==> config.mk <==
export PLATFORM = sky130hd
export DESIGN_NAME = pc_redirect_ctrl_flat
export DESIGN_NICKNAME = d
export VERILOG_FILES = /design/src/rtl/pc_redirect_ctrl_if.sv /design/src/rtl/pc_redirect_ctrl.sv /design/src/flat_wrapper.sv
export SDC_FILE = /design/constraint.sdc
export NUM_CORES = 1
export LEC_CHECK = 0
export ABC_AREA = 1
export CAP_MARGIN = 20
export CORE_AREA = 2 2 92 94
export CTS_CLUSTER_DIAMETER = 200
export CTS_CLUSTER_SIZE = 16
export DETAILED_ROUTE_END_ITERATION = 8
export DIE_AREA = 0 0 94 96
export GPL_TIMING_DRIVEN = 0
export PLACE_DENSITY_LB_ADDON = 0.15
export SLEW_MARGIN = 10
export SYNTH_ARGS = -nofsm -noshare
export SYNTH_HDL_FRONTEND = slang
export SYNTH_SLANG_ARGS = --single-unit
==> constraint.sdc <==
create_clock -name clk -period 1.69 [get_ports clk]
set_input_delay 0.169 -clock clk [delete_from_list [all_inputs] [get_ports clk]]
set_output_delay 0.169 -clock clk [all_outputs]
set_load 0.02 [all_outputs]
==> src/rtl/pc_redirect_ctrl_if.sv <==
// Fetch-PC control bundle between the pipeline (master) and pc_redirect_ctrl (slave).
interface pc_redirect_ctrl_if;
    logic        stall_if;
    logic        stall_id;
    logic        br_valid;
    logic        take_branch;
    logic [31:0] PC_branch;
    logic        halt;
    logic [31:0] pc_out;
    logic [31:0] PC_4;
    logic        pc_en;
    logic        flush_ifid;
    logic        flush_idex;
    logic        halted;

    modport master (
        output stall_if, stall_id, br_valid, take_branch, PC_branch, halt,
        input  pc_out, PC_4, pc_en, flush_ifid, flush_idex, halted
    );

    modport slave (
        input  stall_if, stall_id, br_valid, take_branch, PC_branch, halt,
        output pc_out, PC_4, pc_en, flush_ifid, flush_idex, halted
    );
endinterface

==> src/rtl/pc_redirect_ctrl.sv <==
// Fetch PC owner: sequential +4, branch redirect with IF/ID-ID/EX flush, stall hold, halt.
// Optional macro BR_PERF_CNT_EN adds saturating branch / taken-branch counters.
module pc_redirect_ctrl #(
    parameter logic [31:0] RESET_VEC = 32'h0000_0000
`ifdef BR_PERF_CNT_EN
    , parameter int unsigned CNT_W = 16
`endif
) (
    input  logic                 clk,
    input  logic                 rst,
    pc_redirect_ctrl_if.slave    bus
`ifdef BR_PERF_CNT_EN
    , output logic [CNT_W-1:0]   br_cnt
    , output logic [CNT_W-1:0]   taken_cnt
`endif
);

    localparam int unsigned PC_W = 32;
    localparam logic [1:0] RUN    = 2'd0;
    localparam logic [1:0] PEND   = 2'd1;
    localparam logic [1:0] HALTED = 2'd2;

    logic [1:0]      state, state_nxt;
    logic [PC_W-1:0] pc, pc_nxt;
    logic [PC_W-1:0] tgt, tgt_nxt;
    logic            halted_q;
    logic            pc_en_c, flush_ifid_c, flush_idex_c;

    logic            redirect;
    logic [PC_W-1:0] target;

    assign redirect = bus.br_valid & bus.take_branch;
    assign target   = bus.PC_branch & ~PC_W'(3);

    // Next-state, next-PC and combinational flush/enable strobes
    always_comb begin
        state_nxt    = state;
        pc_nxt       = pc;
        tgt_nxt      = tgt;
        pc_en_c      = 1'b0;
        flush_ifid_c = 1'b0;
        flush_idex_c = 1'b0;
        case (state)
            RUN: begin
                if (redirect) begin
                    flush_ifid_c = 1'b1;
                    flush_idex_c = 1'b1;
                    if (!bus.stall_if) begin
                        pc_nxt  = target;
                        pc_en_c = 1'b1;
                    end else begin
                        tgt_nxt   = target;
                        state_nxt = PEND;
                    end
                end else if (bus.halt && !bus.stall_id) begin
                    state_nxt = HALTED;
                end else if (!(bus.stall_if || bus.stall_id)) begin
                    pc_nxt  = pc + PC_W'(4);
                    pc_en_c = 1'b1;
                end
            end
            PEND: begin
                // Keep dropping the stale fetch until imem comes back
                flush_ifid_c = 1'b1;
                if (!bus.stall_if) begin
                    pc_nxt    = tgt;
                    pc_en_c   = 1'b1;
                    state_nxt = RUN;
                end
            end
            HALTED: begin
                state_nxt = HALTED;
            end
            default: begin
                state_nxt = RUN;
            end
        endcase
        if (rst) begin
            pc_en_c      = 1'b0;
            flush_ifid_c = 1'b0;
            flush_idex_c = 1'b0;
        end
    end

    // State, PC, parked target and halted flag
    always_ff @(posedge clk) begin
        if (rst) begin
            state    <= RUN;
            pc       <= RESET_VEC;
            tgt      <= '0;
            halted_q <= 1'b0;
        end else begin
            state    <= state_nxt;
            pc       <= pc_nxt;
            tgt      <= tgt_nxt;
            halted_q <= (state_nxt == HALTED);
        end
    end

    assign bus.pc_out     = pc;
    assign bus.PC_4       = pc + PC_W'(4);
    assign bus.pc_en      = pc_en_c;
    assign bus.flush_ifid = flush_ifid_c;
    assign bus.flush_idex = flush_idex_c;
    assign bus.halted     = halted_q;

`ifdef BR_PERF_CNT_EN
    localparam logic [CNT_W-1:0] CNT_MAX = '1;

    // Saturating perf counters, only live while running
    always_ff @(posedge clk) begin
        if (rst) begin
            br_cnt    <= '0;
            taken_cnt <= '0;
        end else if (state == RUN) begin
            if (bus.br_valid && (br_cnt != CNT_MAX))
                br_cnt <= br_cnt + CNT_W'(1);
            if (redirect && (taken_cnt != CNT_MAX))
                taken_cnt <= taken_cnt + CNT_W'(1);
        end
    end
`endif

endmodule

==> src/flat_wrapper.sv <==
// flat-port wrapper written by rule: the top's interface ports become plain ports
module pc_redirect_ctrl_flat 
#(
    parameter logic [31:0] RESET_VEC = 32'h0000_0000

)
  (clk, rst, bus_stall_if, bus_stall_id, bus_br_valid, bus_take_branch, bus_PC_branch, bus_halt, bus_pc_out, bus_PC_4, bus_pc_en, bus_flush_ifid, bus_flush_idex, bus_halted);
  pc_redirect_ctrl_if bus_i ();
  input  logic clk;
  input  logic rst;
  input wire logic [$bits(bus_i.stall_if)-1:0] bus_stall_if;
  input wire logic [$bits(bus_i.stall_id)-1:0] bus_stall_id;
  input wire logic [$bits(bus_i.br_valid)-1:0] bus_br_valid;
  input wire logic [$bits(bus_i.take_branch)-1:0] bus_take_branch;
  input wire logic [$bits(bus_i.PC_branch)-1:0] bus_PC_branch;
  input wire logic [$bits(bus_i.halt)-1:0] bus_halt;
  output wire logic [$bits(bus_i.pc_out)-1:0] bus_pc_out;
  output wire logic [$bits(bus_i.PC_4)-1:0] bus_PC_4;
  output wire logic [$bits(bus_i.pc_en)-1:0] bus_pc_en;
  output wire logic [$bits(bus_i.flush_ifid)-1:0] bus_flush_ifid;
  output wire logic [$bits(bus_i.flush_idex)-1:0] bus_flush_idex;
  output wire logic [$bits(bus_i.halted)-1:0] bus_halted;
  assign bus_i.stall_if = bus_stall_if;
  assign bus_i.stall_id = bus_stall_id;
  assign bus_i.br_valid = bus_br_valid;
  assign bus_i.take_branch = bus_take_branch;
  assign bus_i.PC_branch = bus_PC_branch;
  assign bus_i.halt = bus_halt;
  assign bus_pc_out = bus_i.pc_out;
  assign bus_PC_4 = bus_i.PC_4;
  assign bus_pc_en = bus_i.pc_en;
  assign bus_flush_ifid = bus_i.flush_ifid;
  assign bus_flush_idex = bus_i.flush_idex;
  assign bus_halted = bus_i.halted;
  pc_redirect_ctrl #(.RESET_VEC(RESET_VEC)) u_core (.clk(clk), .rst(rst), .bus(bus_i));
endmodule
==> run_results.csv, run 1 <==
group,metric,value,unit
status,run_status,"finished, violations left",
status,violations_in_the_final_reports,"setup timing",
placed_design,post-dp-hpwl,9630,um
power_and_ir_drop,p_int,3170,uW
global_routing,groute.layer.met1.usage,37.6,%
synthesis,synthesis.instances,612,
sta,fin_crit_sh,118,%
worst_hold_path,min-delay-path-class,"primary input to flip-flop",
synthesis,synthArstFlopShare,0,%
worst_setup_path,worst-endpoint-required,1.52,ns
placed_design,portBuffers,100,
worst_setup_path,cp-end-kind,"output pin",
finish,area_delta_synth_final,57.7,%
cts,htreeDepth,3,
floorplan,core,0.00805,mm2
synthesis,syn-mean-instance-area,6.29,um2
placed_design,numPlacedInstances,820,
finish,most_common_cell_after_layout_fill_and_taps_aside,"sky130_fd_sc_hd__a21oi_1",
sta,slew_headroom,54.1,%
sta,setup_viol,27,
synthesis,ys_seq_area_share,32.8,%
sta,hold_vio_cnt_final,0,
floorplan,die_h,96,um
global_routing,overall_global_routing_usage,31.4,%
global_routing,maximum_number_of_pins_on_one_net_before_global_route_repair,20,
finish,mostFrequentLayoutCells,"sky130_fd_sc_hd__a21oi_1, sky130_fd_sc_hd__nand2_1, sky130_fd_sc_hd__nor2_1, sky130_fd_sc_hd__o21ai_0, sky130_fd_sc_hd__clkdlybuf4s50_1",
sta,fin_hold_ws,0.256,ns
sta,worst-slew-pin-transition,0.688,ns
cts,clkTransAtPathRegs,0.07,ns
cts,clock_sinks,63,
cts,worstSkewPairLatency,0.36,ns
synthesis,synthesis.area,0.00385,mm2
finish,share_of_final_layout_standard_cells_stronger_than_drive_strength_1,30.6,%
power_and_ir_drop,share_clk_of_total_power,32.2,%
global_routing,grt_pass1_wl,22000,um
floorplan,die_w,94,um
sta,clock_skew,0.00959,ns
finish,finalNonFillerCells,882,
detailed_routing,wirelength,15400,um
floorplan,die_area,0.00902,mm2
synthesis,synthesis.yosys.warnings,0,
worst_setup_path,worst-r2r-cell-count,11,
power_and_ir_drop,post-layout-total-power,4760,uW
power_and_ir_drop,worst_ir_drop_vdd,638,uV
worst_setup_path,crit_path_start_kind,"flip-flop",
worst_hold_path,min_delay_path_depth,3,
power_and_ir_drop,power-per-cell-area,784,mW/mm2
floorplan,initial_utilization,47.8,%
power_and_ir_drop,power.combinational.fraction,30.4,%
detailed_routing,first_pass_iters,5,
synthesis,yosys_most_used_dff,"sky130_fd_sc_hd__dfxtp_1",
finish,insertedDiodeCount,0,
cts,clock_tree.root_cell,"sky130_fd_sc_hd__clkbuf_8",
synthesis,synth-edff-count,0,
cts,cts_made_buffers,9,
power_and_ir_drop,power.sequential.fraction,37.4,%
worst_setup_path,worstSetupPathType,"flip-flop to output pin",
detailed_routing,detailroute.via_count,5032,
synthesis,synth.area.top_cells,"sky130_fd_sc_hd__dfxtp_1, sky130_fd_sc_hd__a21oi_1, sky130_fd_sc_hd__nand2_1",
detailed_routing,drt.antenna.violating_nets,0,
global_routing,number_of_antenna_violations_at_the_first_check_in_global_routing,0,
sta,worst_slack,-0.307,ns
synthesis,register_bit_count_reported_by_yosys,63,
detailed_routing,post_drt_wl_per_cell,17.4,um
sta,clock.fmax,501,MHz
sta,fin_setup_tns,-4.80,ns
floorplan,num_rows,33,
power_and_ir_drop,switching_share,33.4,%
worst_setup_path,crit_arrival,1.83,ns
finish,design.final.nets,812,
placed_design,dp_slack,-0.673,ns
sta,clock_period_minus_worst_slack,2.00,ns
cts,max-clock-path-buffers,2,
detailed_routing,number_of_vias_per_cell,5.71,
cts,clock_tree_from_tritoncts,"done",
flow_run,max-cap-violations,0,
power_and_ir_drop,power.leakage,0.00261,uW
detailed_routing,drtIter0Drc,566,
floorplan,num_io_pins,107,
power_and_ir_drop,switching_power,1590,uW
sta,grt_setup_unrepaired,"true",
synthesis,yosys.cell_types.count,31,
global_routing,met2_usage,55.8,%
detailed_routing,drc,0,
global_routing,grt.overflow.total,0,
cts,cts_hold_repair.buffers,0,
worst_setup_path,timing.critical_path.fanout_max,7,
global_routing,grt_busiest_layer,"met2",
global_routing,grt_pass1_vias,4558,
placed_design,place.gp.congestion,0.979,
synthesis,synth_top_area_share,32.8,%
sta,report.final.slew_viol_count,0,
synthesis,synth_top_area_cell,"sky130_fd_sc_hd__dfxtp_1",
global_routing,use_met3,5.09,%
## repair_timing
item	4_1_cts	5_1_grt
gates resized for setup	236	92
setup endpoints to repair	36	55
hold endpoints to repair	0	0
gates cloned	0	0
buffers inserted	22	30
pin swaps	25	31
## power by group through the flow
stage | logic [uW] | clock network (uW) | registers, uW
floorplan | 583 | 0 | 1840
global placement | 1190 | 0 | 1780
detailed placement | 1210 | 0 | 1780
CTS | 1290 | 1520 | 1770
global route | 1550 | 1590 | 1790
finish | 1450 | 1530 | 1780
## stage by stage
step / util [%] / cell area [um2]
detailed placement: 62.4 / 5020
CTS: 69.9 / 5630
global route: 75.4 / 6070
floorplan: - / 3890
finish: 75.4 / 6070
global placement: 62.4 / 5020
## layer usage
metal | vias to the layer above | routed length (um)
met5 | - | 0
met4 | 0 | 701
met3 | 92 | 1530
met2 | 360 | 7520
met1 | 2273 | 5620
li1 | 2307 | -
## synthesized netlist by cell type (2+ instances only)
cell type                  number
sky130_fd_sc_hd__nor2_4         4
sky130_fd_sc_hd__a21oi_2        2
sky130_fd_sc_hd__nor3_1         4
sky130_fd_sc_hd__inv_2          3
sky130_fd_sc_hd__xor2_1         2
sky130_fd_sc_hd__a21oi_1       89
sky130_fd_sc_hd__o21ai_1       10
sky130_fd_sc_hd__clkbuf_1      21
sky130_fd_sc_hd__nand2_1      113
sky130_fd_sc_hd__buf_2         10
sky130_fd_sc_hd__nor2_2         9
sky130_fd_sc_hd__inv_1         61
sky130_fd_sc_hd__dfxtp_1       63
sky130_fd_sc_hd__nand2_4        3
sky130_fd_sc_hd__nand3_1       25
sky130_fd_sc_hd__nand3_2        6
sky130_fd_sc_hd__nor2_8         2
sky130_fd_sc_hd__xnor2_1        5
sky130_fd_sc_hd__nor2_1        88
sky130_fd_sc_hd__nand2_2        6
sky130_fd_sc_hd__o21ai_0       72
sky130_fd_sc_hd__buf_4          4
sky130_fd_sc_hd__nand4_1        2
## final timing paths
| kind | startpoint | to | slack [ns] |
|---|---|---|---|
| hold reg to reg | u_core.tgt[28]$_SDFFE_PP0P_ | u_core.tgt[28]$_SDFFE_PP0P_ | 0.45 |
| setup / recovery | u_core.bus.pc_out[2]$_SDFFE_PP0P_ | bus_PC_4[26] | -0.31 |
| setup reg to reg | u_core.bus.pc_out[2]$_SDFFE_PP0P_ | u_core.bus.pc_out[18]$_SDFFE_PP0P_ | -0.10 |
| hold / removal | bus_stall_if | u_core.state[0]$_SDFF_PP0_ | 0.26 |
## area by class of cell
cell class                 instances  area, um2
inverter                          64        243
tap                              105        131
fill                             578       1980
timing repair buffer             148       1370
buffer                            33        166
clock buffer                      13        159
sequential                        63       1370
multi-input combinational        453       2570
clock inverter                     3       65.1
## worst max-delay path, cell delays in order (launching register included)
cell,delay [ns]
sky130_fd_sc_hd__dfxtp_4,0.38
sky130_fd_sc_hd__ha_4,0.17
sky130_fd_sc_hd__nand2_4,0.05
sky130_fd_sc_hd__nor2_4,0.10
sky130_fd_sc_hd__nand2_4,0.11
sky130_fd_sc_hd__nor2_4,0.24
sky130_fd_sc_hd__nand2_1,0.11
sky130_fd_sc_hd__nand2_1,0.08
sky130_fd_sc_hd__nand2_1,0.08
sky130_fd_sc_hd__buf_6,0.14
## flip-flops by register name (all words and copies together), names as in the netlist
name	flops
u_core.bus.halted	1
u_core.tgt	30
u_core.state	2
u_core.bus.pc_out	30
## cells by family (layout without fill, tap and decap cells)
logic type | after synthesis | in the layout | synth area share [%]
adder cells (fa/ha/maj) | 1 | 1 | 0.325
AND/OR/NAND/NOR | 266 | 266 | 31.8
XOR/XNOR | 7 | 7 | 1.59
AO/OA/AOI/OAI | 175 | 175 | 23.0
flip-flops | 63 | 63 | 32.8
other | 1 | 4 | 0.0974
buffers and inverters | 99 | 261 | 10.4
Note: power is estimated with default switching activity, not from simulation.
==> inputs of run 2 (changes only) <==
--- a/config.mk
+++ b/config.mk
@@ -8,9 +8,11 @@
 export ABC_AREA = 1
 export CAP_MARGIN = 20
-export CORE_AREA = 2 2 92 94
+export CELL_PAD_IN_SITES_DETAIL_PLACEMENT = 0
+export CELL_PAD_IN_SITES_GLOBAL_PLACEMENT = 2
+export CORE_AREA = 2 2 128 130
 export CTS_CLUSTER_DIAMETER = 200
 export CTS_CLUSTER_SIZE = 16
 export DETAILED_ROUTE_END_ITERATION = 8
-export DIE_AREA = 0 0 94 96
+export DIE_AREA = 0 0 130 132
 export GPL_TIMING_DRIVEN = 0
 export PLACE_DENSITY_LB_ADDON = 0.15
==> constraint.sdc (replaced) <==
create_clock -name clk -period 1.69 [get_ports clk]
set_input_delay 0.169 -clock clk [delete_from_list [all_inputs] [get_ports clk]]
set_output_delay 0.169 -clock clk [all_outputs]
set_load 0.05 [all_outputs]
==> run 2 against run 1 <==
Net effect:
- the run still ends with setup timing left
- sequential power is essentially flat
- largest power group is now the clock network
- combinational power rose by 28%
- largest cell class unchanged
- setup slack worse by 0.056 ns
- critical path type unchanged
==> run_results.csv, run 2 (synthesis gave the netlist of run 1 again) <==
group,metric,value,unit
detailed_routing,drc,0,
power_and_ir_drop,power.leakage,0.00273,uW
global_routing,grt.overflow.total,0,
worst_setup_path,crit_arrival,1.88,ns
worst_setup_path,cp-end-kind,"output pin",
status,run_status,"finished, violations left",
worst_setup_path,worst-endpoint-required,1.52,ns
detailed_routing,number_of_vias_per_cell,4.59,
worst_setup_path,cp_cell_sequence,"ha_4, nand2_4, nor2_4, nand2_8, buf_6, nor2_4, nand2_1, nand2_2, nand2_2, buf_8",
finish,mostFrequentLayoutCells,"sky130_fd_sc_hd__a21oi_1, sky130_fd_sc_hd__nor2_1, sky130_fd_sc_hd__o21ai_0, sky130_fd_sc_hd__inv_1, sky130_fd_sc_hd__nand2_1",
global_routing,overall_global_routing_usage,19.4,%
cts,worstSkewPairLatency,0.34,ns
placed_design,dp_slack,-0.866,ns
worst_setup_path,timing.critical_path.fanout_max,7,
worst_setup_path,worstSetupPathType,"flip-flop to output pin",
worst_setup_path,crit_path_start_kind,"flip-flop",
finish,finalNonFillerCells,986,
floorplan,initial_utilization,24.5,%
finish,insertedDiodeCount,0,
cts,cts_made_buffers,9,
global_routing,grt_pass1_vias,4439,
sta,slew_headroom,49.7,%
floorplan,num_rows,46,
cts,clock_sinks,63,
floorplan,die_h,132,um
sta,grt_setup_unrepaired,"true",
cts,clock_tree.root_cell,"sky130_fd_sc_hd__clkbuf_16",
finish,fill_cells,1680,
status,violations_in_the_final_reports,"setup timing",
sta,fin_hold_ws,0.190,ns
power_and_ir_drop,power-per-cell-area,833,mW/mm2
global_routing,number_of_antenna_violations_at_the_first_check_in_global_routing,0,
finish,share_of_final_layout_standard_cells_stronger_than_drive_strength_1,37.0,%
worst_hold_path,min-delay-path-class,"primary input to flip-flop",
cts,clock_tree_from_tritoncts,"done",
finish,most_common_cell_after_layout_fill_and_taps_aside,"sky130_fd_sc_hd__a21oi_1",
sta,clock.fmax,487,MHz
detailed_routing,wirelength,16100,um
floorplan,core,0.0157,mm2
global_routing,maximum_number_of_pins_on_one_net_before_global_route_repair,20,
cts,cts_hold_repair.buffers,0,
flow_run,max-cap-violations,0,
finish,area_delta_synth_final,72.1,%
power_and_ir_drop,worst_ir_drop_vdd,471,uV
detailed_routing,detailroute.via_count,4525,
placed_design,place.gp.congestion,0.843,
detailed_routing,first_pass_iters,4,
finish,design.final.nets,805,
sta,clock_period_minus_worst_slack,2.05,ns
sta,fin_crit_sh,121,%
sta,setup_viol,28,
sta,hold_vio_cnt_final,0,
sta,fin_setup_tns,-6.87,ns
floorplan,die_area,0.0172,mm2
worst_setup_path,worst_path_max_delay_cell,"sky130_fd_sc_hd__dfxtp_4",
sta,report.final.slew_viol_count,0,
worst_setup_path,critPathMaxStageDelay,0.37,ns
detailed_routing,drt.antenna.violating_nets,0,
sta,worst_slack,-0.363,ns
placed_design,portBuffers,100,
detailed_routing,drtIter0Drc,197,
cts,clkTransAtPathRegs,0.05,ns
placed_design,numPlacedInstances,931,
detailed_routing,post_drt_wl_per_cell,16.3,um
cts,max-clock-path-buffers,2,
floorplan,die_w,130,um
worst_setup_path,critPathBufInv,2,
global_routing,grt_pass1_wl,25100,um
cts,htreeDepth,3,
sta,clock_skew,0.00507,ns
worst_setup_path,path_delay_family,"simple AND/OR/NAND/NOR gates",
floorplan,num_io_pins,107,
placed_design,post-dp-hpwl,12000,um
sta,worst-slew-pin-transition,0.755,ns
power_and_ir_drop,post-layout-total-power,5520,uW
[run 2: changes by cell type in the layout (fill, tap and decap cells not counted), sizes merged]
cell / previous run / this run
clkinvlp: 0 / 1
inv: 64 / 63
clkdlybuf4s15: 1 / 0
clkdlybuf4s50: 66 / 36
dlymetal6s2s: 2 / 1
bufinv: 2 / 1
clkinv: 1 / 3
clkbuf: 35 / 34
buf: 88 / 84
dlygate4sd2: 2 / 31
[run 2: worst min-delay path, delay by kind of cell]
family	cells	cell delay, ns
buffers and inverters	1	0.17
and+or+nand+nor	1	0.09
AOI/OAI and AO/OA	1	0.06
[run 2: layout make-up]
class | count | area, um2 | area share (%)
Buffer | 33 | 191 | 2.89
Clock buffer | 12 | 246 | 3.72
Clock inverter | 4 | 45.0 | 0.680
Inverter | 64 | 246 | 3.72
Multi-Input combinational cell | 453 | 2870 | 43.3
Sequential cell | 63 | 1350 | 20.4
Tap cell | 216 | 270 | 4.08
Timing Repair Buffer | 141 | 1400 | 21.2
[run 2: path summary, 6_finish.rpt]
path                                           from                                  to  slack [ns]  cells past startpoint
hold reg to reg          u_core.tgt[6]$_SDFFE_PP0P_          u_core.tgt[6]$_SDFFE_PP0P_        0.45                      2
hold / removal                         bus_stall_if          u_core.state[0]$_SDFF_PP0_        0.19                      3
setup reg to reg  u_core.bus.pc_out[2]$_SDFFE_PP0P_  u_core.bus.pc_out[26]$_SDFFE_PP0P_       -0.02                     11
setup / recovery  u_core.bus.pc_out[2]$_SDFFE_PP0P_                        bus_PC_4[30]       -0.36                     10
[run 2: repair_timing]
action,in CTS,in global routing
buffers inserted,16,27
endpoints found under the setup margin,117,77
pin swaps,22,40
resized for setup,305,105
[run 2: power by group]
group	total [uW]	internal (uW)	switching, uW
Sequential	1790	1610	171
Clock	1880	1170	701
Combinational	1860	669	1190
[run 2: stage by stage]
stage          cell area (um2)  util, %
2_1_floorplan             4250        -
3_3_place_gp              5520     35.2
3_5_place_dp              5520     35.2
4_1_cts                   6140     39.1
5_1_grt                   6620     42.1
6_report                  6620     42.1
[run 2: layer usage]
metal / global-route usage, % / wire [um] / part of all wire (%)
met1: 25.6 / 7420 / 46
met2: 31.7 / 7690 / 48
met3: 2.96 / 669 / 4.2
met4: 7.29 / 299 / 1.9
met5: 0 / 0 / 0
